[config.mk]
export PLATFORM = sky130hd
export DESIGN_NAME = muxsq_n_1
export DESIGN_NICKNAME = d
export VERILOG_FILES = /design/src/rtl/muxsq_pkg.sv /design/src/rtl/muxsq_rr_arb.sv /design/src/rtl/muxsq_n_1.sv
export SDC_FILE = /design/constraint.sdc
export NUM_CORES = 1
export LEC_CHECK = 0
export CAP_MARGIN = 20
export CORE_UTILIZATION = 40
export CTS_CLUSTER_DIAMETER = 200
export DETAILED_ROUTE_END_ITERATION = 8
export PLACE_DENSITY = 0.8
export REMOVE_ABC_BUFFERS = 1
export SLEW_MARGIN = 0
export SYNTH_ARGS = -nofsm -noshare
export SYNTH_HDL_FRONTEND = slang
export SYNTH_SLANG_ARGS = --single-unit
[constraint.sdc]
create_clock -name pclk -period 4.37 [get_ports pclk]
set_clock_uncertainty 0.2 [all_clocks]
set_input_delay 0.874 -clock pclk [delete_from_list [all_inputs] [get_ports pclk]]
set_output_delay 0.874 -clock pclk [all_outputs]
set_load 0.01 [all_outputs]
[src/rtl/muxsq_pkg.sv]
// muxsq_pkg -- shared definitions for the muxsq_n_1 registered N:1 channel mux.
//   MODE_FIXED / MODE_RR : values of the ps_mode select input.
//   GCNT_W               : width of each per-channel grant counter
//                          (counters exist only when MUXSQ_GCNT_EN is defined).
//   rr_first()           : rotate-priority first-set search used by the arbiter.
package muxsq_pkg;

  localparam logic MODE_FIXED = 1'b0;
  localparam logic MODE_RR    = 1'b1;

  localparam int GCNT_W = 16;

  // Largest supported channel count; rr_first works on a vector this wide.
  localparam int MAX_CH = 16;
  localparam int IDX_W  = 4;

  typedef struct packed {
    logic             found;
    logic [IDX_W-1:0] idx;
  } rr_grant_t;

  // Returns the first set bit of req[0 +: n], scanning ptr, ptr+1, ... mod n.
  // ptr must be below n; bits of req at or above n are ignored.
  function automatic rr_grant_t rr_first(input logic [MAX_CH-1:0] req,
                                         input logic [IDX_W-1:0]  ptr,
                                         input int                n);
    rr_grant_t res;
    int        k;
    res = '0;
    for (int i = 0; i < MAX_CH; i++) begin
      if (i < n) begin
        // ptr < n and i < n, so one conditional subtract gives the modulo.
        k = int'(ptr) + i;
        if (k >= n) k = k - n;
        if (!res.found && req[k]) begin
          res.found = 1'b1;
          res.idx   = IDX_W'(k);
        end
      end
    end
    return res;
  endfunction

endpackage

[src/rtl/muxsq_rr_arb.sv]
// muxsq_rr_arb -- NCH-wide rotating-priority arbiter (purely combinational).
// Ports:
//   req   [NCH-1:0] : request vector (one bit per channel).
//   ptr   [SW-1:0]  : highest-priority channel this cycle.
//   grant [SW-1:0]  : granted channel index (meaningful only when found=1).
//   found           : at least one request was present.
module muxsq_rr_arb
  import muxsq_pkg::*;
#(
  parameter  int NCH = 4,
  localparam int SW  = (NCH > 1) ? $clog2(NCH) : 1
) (
  input  logic [NCH-1:0] req,
  input  logic [SW-1:0]  ptr,
  output logic [SW-1:0]  grant,
  output logic           found
);

  logic [MAX_CH-1:0] req_ext;
  rr_grant_t         res;

  always_comb begin
    // NOTE: every always_comb output gets a default before any conditional
    // logic, so no path leaves it unassigned and no latch is inferred.
    req_ext            = '0;
    req_ext[NCH-1:0]   = req;
    res                = rr_first(req_ext, IDX_W'(ptr), NCH);
    grant              = SW'(res.idx);
    found              = res.found;
  end

endmodule

[src/rtl/muxsq_n_1.sv]
// muxsq_n_1 -- registered N:1 channel multiplexer with valid/ready handshakes.
// Channels are chosen either by an external select (fixed mode) or by a fair
// rotating-priority arbiter (round-robin mode). The selected beat is captured
// in a one-beat output register that supports full-throughput backpressure.
//
// Parameters: NCH (2..16 channels), DW (data width); SW is derived.
// Ports:
//   pclk, prst            : clock; synchronous active-high reset.
//   pi_data  [NCH*DW-1:0] : channel k data at [k*DW +: DW].
//   pi_valid [NCH-1:0]    : per-channel valid.
//   pi_ready [NCH-1:0]    : per-channel ready, one-hot or zero (combinational).
//   ps_mode               : MODE_FIXED (0) or MODE_RR (1).
//   ps_sel   [SW-1:0]     : channel select in fixed mode.
//   pout_data/pout_ch/pout_valid : registered output beat and its source.
//   pi_oready             : downstream ready.
// Optional build macro MUXSQ_GCNT_EN adds pout_gcnt [NCH*16-1:0], one
// saturating 16-bit grant counter per channel.
module muxsq_n_1
  import muxsq_pkg::*;
#(
  parameter  int NCH = 4,
  parameter  int DW  = 8,
  localparam int SW  = (NCH > 1) ? $clog2(NCH) : 1
) (
  input  logic              pclk,
  input  logic              prst,
  input  logic [NCH*DW-1:0] pi_data,
  input  logic [NCH-1:0]    pi_valid,
  output logic [NCH-1:0]    pi_ready,
  input  logic              ps_mode,
  input  logic [SW-1:0]     ps_sel,
  output logic [DW-1:0]     pout_data,
  output logic [SW-1:0]     pout_ch,
  output logic              pout_valid,
  input  logic              pi_oready
`ifdef MUXSQ_GCNT_EN
  ,
  output logic [NCH*GCNT_W-1:0] pout_gcnt
`endif
);

  logic [SW-1:0] rr_ptr;
  logic [SW-1:0] arb_grant;
  logic          arb_found;
  logic [SW-1:0] grant;
  logic          grant_found;
  logic          load_en;
  logic          xfer;
  logic [DW-1:0] sel_data;
  logic [SW-1:0] rr_next;

  muxsq_rr_arb #(.NCH(NCH)) u_arb (
    .req   (pi_valid),
    .ptr   (rr_ptr),
    .grant (arb_grant),
    .found (arb_found)
  );

  // The register can accept a beat when empty or when its beat leaves now.
  assign load_en = !pout_valid || pi_oready;

  always_comb begin
    grant       = arb_grant;
    grant_found = arb_found;
    if (ps_mode == MODE_FIXED) begin
      // Fixed mode grants regardless of valid; out-of-range selects grant
      // nothing (only possible when NCH is not a power of two).
      grant       = ps_sel;
      grant_found = ({1'b0, ps_sel} < (SW + 1)'(NCH));
    end
  end

  always_comb begin
    pi_ready = '0;
    if (!prst && grant_found && load_en) begin
      for (int k = 0; k < NCH; k++) begin
        if (grant == SW'(k)) pi_ready[k] = 1'b1;
      end
    end
  end

  assign xfer = |(pi_valid & pi_ready);

  always_comb begin
    sel_data = '0;
    for (int k = 0; k < NCH; k++) begin
      if (grant == SW'(k)) sel_data = pi_data[k*DW +: DW];
    end
  end

  assign rr_next = (grant == SW'(NCH - 1)) ? '0 : grant + SW'(1);

  always_ff @(posedge pclk) begin
    // NOTE: sequential state is written with non-blocking assignments so every
    // register samples pre-edge values, independent of statement order.
    if (prst) begin
      pout_valid <= 1'b0;
      pout_data  <= '0;
      pout_ch    <= '0;
      rr_ptr     <= '0;
    end else if (xfer) begin
      // Covers both EMPTY loads and FULL replace-on-drain in the same edge.
      pout_valid <= 1'b1;
      pout_data  <= sel_data;
      pout_ch    <= grant;
      if (ps_mode == MODE_RR) rr_ptr <= rr_next;
    end else if (pi_oready) begin
      pout_valid <= 1'b0;
    end
  end

`ifdef MUXSQ_GCNT_EN
  logic [GCNT_W-1:0] gcnt_q [NCH];

  always_ff @(posedge pclk) begin
    for (int k = 0; k < NCH; k++) begin
      if (prst) begin
        gcnt_q[k] <= '0;
      end else if (xfer && grant == SW'(k) && gcnt_q[k] != '1) begin
        gcnt_q[k] <= gcnt_q[k] + GCNT_W'(1);
      end
    end
  end

  for (genvar g = 0; g < NCH; g++) begin : g_gcnt
    assign pout_gcnt[g*GCNT_W +: GCNT_W] = gcnt_q[g];
  end
`endif

endmodule

==> metrics.md <==
| Metric | Value |
|---|---|
| DP HPWL | approximately 2800 um |
| Crit path launch type | input pin |
| Outcome | complete, no violations |
| Global-route usage over all layers | a little under a quarter |
| Critical-path cell list | clkdlybuf4s50_1 > buf_4 > mux2i_2 > mux2i_1 > or2_2 > a21oi_4 > nor3_4 > buf_4 > ha_1 > and2_1 > dlymetal6s2s_1 |
| Largest area contributor in the netlist | dfxtp_1 |
| Pre-CTS setup slack | -0.208 ns |
| Die area | 3110 um^2 |
| Fillers | about 220 |
| Residual DRC | 0 |
| Crit Path Category | in -> out |
| Worst path max stage delay | 0.45 ns |
| Final slew viol count | 0 |
| Final setup viols | 0 |
| Top cells by area, synth | dfxtp_1, ha_1, a211oi_2, a221oi_1, mux2i_1 |
| Tightest Pin Transition | 0.556 ns |
| Arrival time at the worst endpoint | roughly 3 ns |
| Antenna Nets Post-Route | 0 |
| Setup TNS Final | 0 ns |
| Yosys reg bits | 13 |
| Clk buf depth | 2 |
| Slowest-stage cell, CP | clkdlybuf4s50_1 |
| Lkg Pwr | 0.812 nW |
| Reg clk slew, reported paths | ~0.070 ns |
| Drt wl/cell | 15.0 um |
| Worst IR Drop VDD | 0.338 mV |
| EDFF count, synth | 0 |
| Yosys warns | 0 |
| Die height | 55.8 um |
| Fin crit share | 93.0% |
| GPL Wtd Cong | between 0.8 and 0.9 |
| Mapped cell area | ~1200 um^2 |
| Boundary Pins | 57 |
| Post-synthesis sequential area ratio | 22.5% |
| Initial antenna violation count | 0 |
| Worst Hold Class | reg -> reg |
| R2R cell count | 17 |
| Cell with the most instances after synthesis | nor2_1 |
| Hold WS | between 0.3 and 0.4 ns |
| Total CTS buffers | 3 |
| P per Cell Area | 329 nW/um^2 |
| Slew HR | a little over three fifths |
| CTS H-tree depth | 1 |
| Vias in the first global route | around 1300 |
| CTS tree | done |
| Routed vias | 1327 |
| Most frequent cells after synthesis | nor2_1, dfxtp_1, a21oi_1, nor3_1, nor2b_1 |
| Largest net degree at the start of global routing | 18 |
| Critical Path RT | approximately 3.3 ns |
| Iter 0 DRT Violations | 48 |
| Final min period | 4.06 ns |
| Share of the synthesized area in the top cell type | approximately 22% |
| Total core area | 2760 um^2 |
| Die width | approximately 56 um |
| F_max | between 200 and 250 MHz |
| CTS Hold Bufs | 0 |
| Clk_lat worst skew | 0.27 ns |
| Worst-path maximum fanout | 5 |
| Most used cell, CP | buf_4 |
| Max-cap viol count | 0 |
| Starting Density | between 40% and 50% |
| Endpoints failing hold | 0 |
| RSZ-0062 raised after global routing | false |
| Root buf cell | clkbuf_4 |
| First-pass GRT wire length | slightly below 6000 um |
| Final WS setup | 0.306 ns |
| Drt pass-1 iters | 4 |
| Fraction of registers with async set or reset after synthesis | 0% |
| Syn Area/Cell | 8.39 um^2 |
| Mapped Cells | between 100 and 150 |
| Area grow syn2layout | 69.1% |
| Synth unique cells | 31 |
| Clk sink count | 13 |
| Cell Rows | 19 |
| WHS Path Cells | 2 |
| Total power | 0.000644 W |
| GR Overflow Total | 0 |
| Fraction of layout cells with a size suffix above 1 | between 20% and 30% |
| DR vias/cell | about 5.5 |
| Diode count | 0 |
| Top_reg_cell synth | dfxtp_1 |
| CP Capture Type | output port |
| Layout net count | 260 |
| Final WL | 3600 um |
| PortBufs | 56 |
-- repair_timing --
action                     CTS  global route
gates resized for setup      4            13
pin swaps                    0             2
setup endpoints to repair    4             4
buffers inserted             0             4
-- metal layers --
layer	vias up	routed length [um]	track usage, %
li1	655	-	-
met1	633	1680	30.1
met2	29	1730	39.1
met3	10	108	2.33
met4	0	87	8.57
met5	-	0	0
-- layout by cell type (no fill, tap or decap), drive strengths merged, types with 8 or more instances in the layout --
master	n
nor2b	11
clkdlybuf4s50	52
nor3	12
dfxtp	13
a21oi	12
ha	8
nor2	14
a211oi	9
a221oi	10
buf	21
-- power breakdown --
part           internal [W]  total [W]  switching [W]
Clock             0.0000354  0.0000712      0.0000358
Sequential         0.000141   0.000155      0.0000140
Combinational      0.000210   0.000418       0.000208
Total              0.000386   0.000644       0.000257
-- final timing paths --
check | from | endpoint | slack (ns)
max | pi_valid[3] | pi_ready[2] | 0.31
min | pout_data[3]$_SDFFE_PP0P_ | pout_data[3]$_SDFFE_PP0P_ | 0.32
max reg2reg | rr_ptr[0]$_SDFFE_PP0P_ | pout_data[0]$_SDFFE_PP0P_ | 0.39
min reg2reg | pout_data[3]$_SDFFE_PP0P_ | pout_data[3]$_SDFFE_PP0P_ | 0.32
-- worst max-delay path: cells and delay by family --
kind	cells	cell delay, ns
buffers and inverters	4	0.92
AOI/OAI and AO/OA	1	0.19
adders and majority gates	1	0.19
and+or+nand+nor	3	0.52
muxes	2	0.30
-- state kept, by name, indices dropped and copies added (netlist names) --
| register | count |
|---|---|
| pout_data | 8 |
| pout_ch | 2 |
| rr_ptr | 2 |
| pout_valid | 1 |
-- cell families after synthesis --
family / after synthesis / share of synthesized area [%]
simple gates: 49 / 22.8
compound gates: 42 / 29.9
buf+inv: 17 / 7.14
flops: 13 / 22.5
mux: 9 / 8.97
fa+ha+maj: 8 / 8.65
-- final cells by class --
cell class	instances	area, um^2	area share (%)
multi-input cells	108	876	44.8
well taps	31	38.8	1.98
repair buffers	77	728	37.2
flip-flops and latches	13	262	13.4
clock buffers	4	26.3	1.34
inverters	7	26.3	1.34
-- stage by stage --
stage | instance area, um^2 | cells | utilization (%)
finish | 1960 | 240 | 71.0
CTS | 1870 | 236 | 68.0
global placement | 1830 | 232 | 66.3
floorplan | 1100 | 128 | -
detailed placement | 1830 | 232 | 66.3
global route | 1960 | 240 | 71.0
No activity file was read; power rests on OpenSTA's default activity.
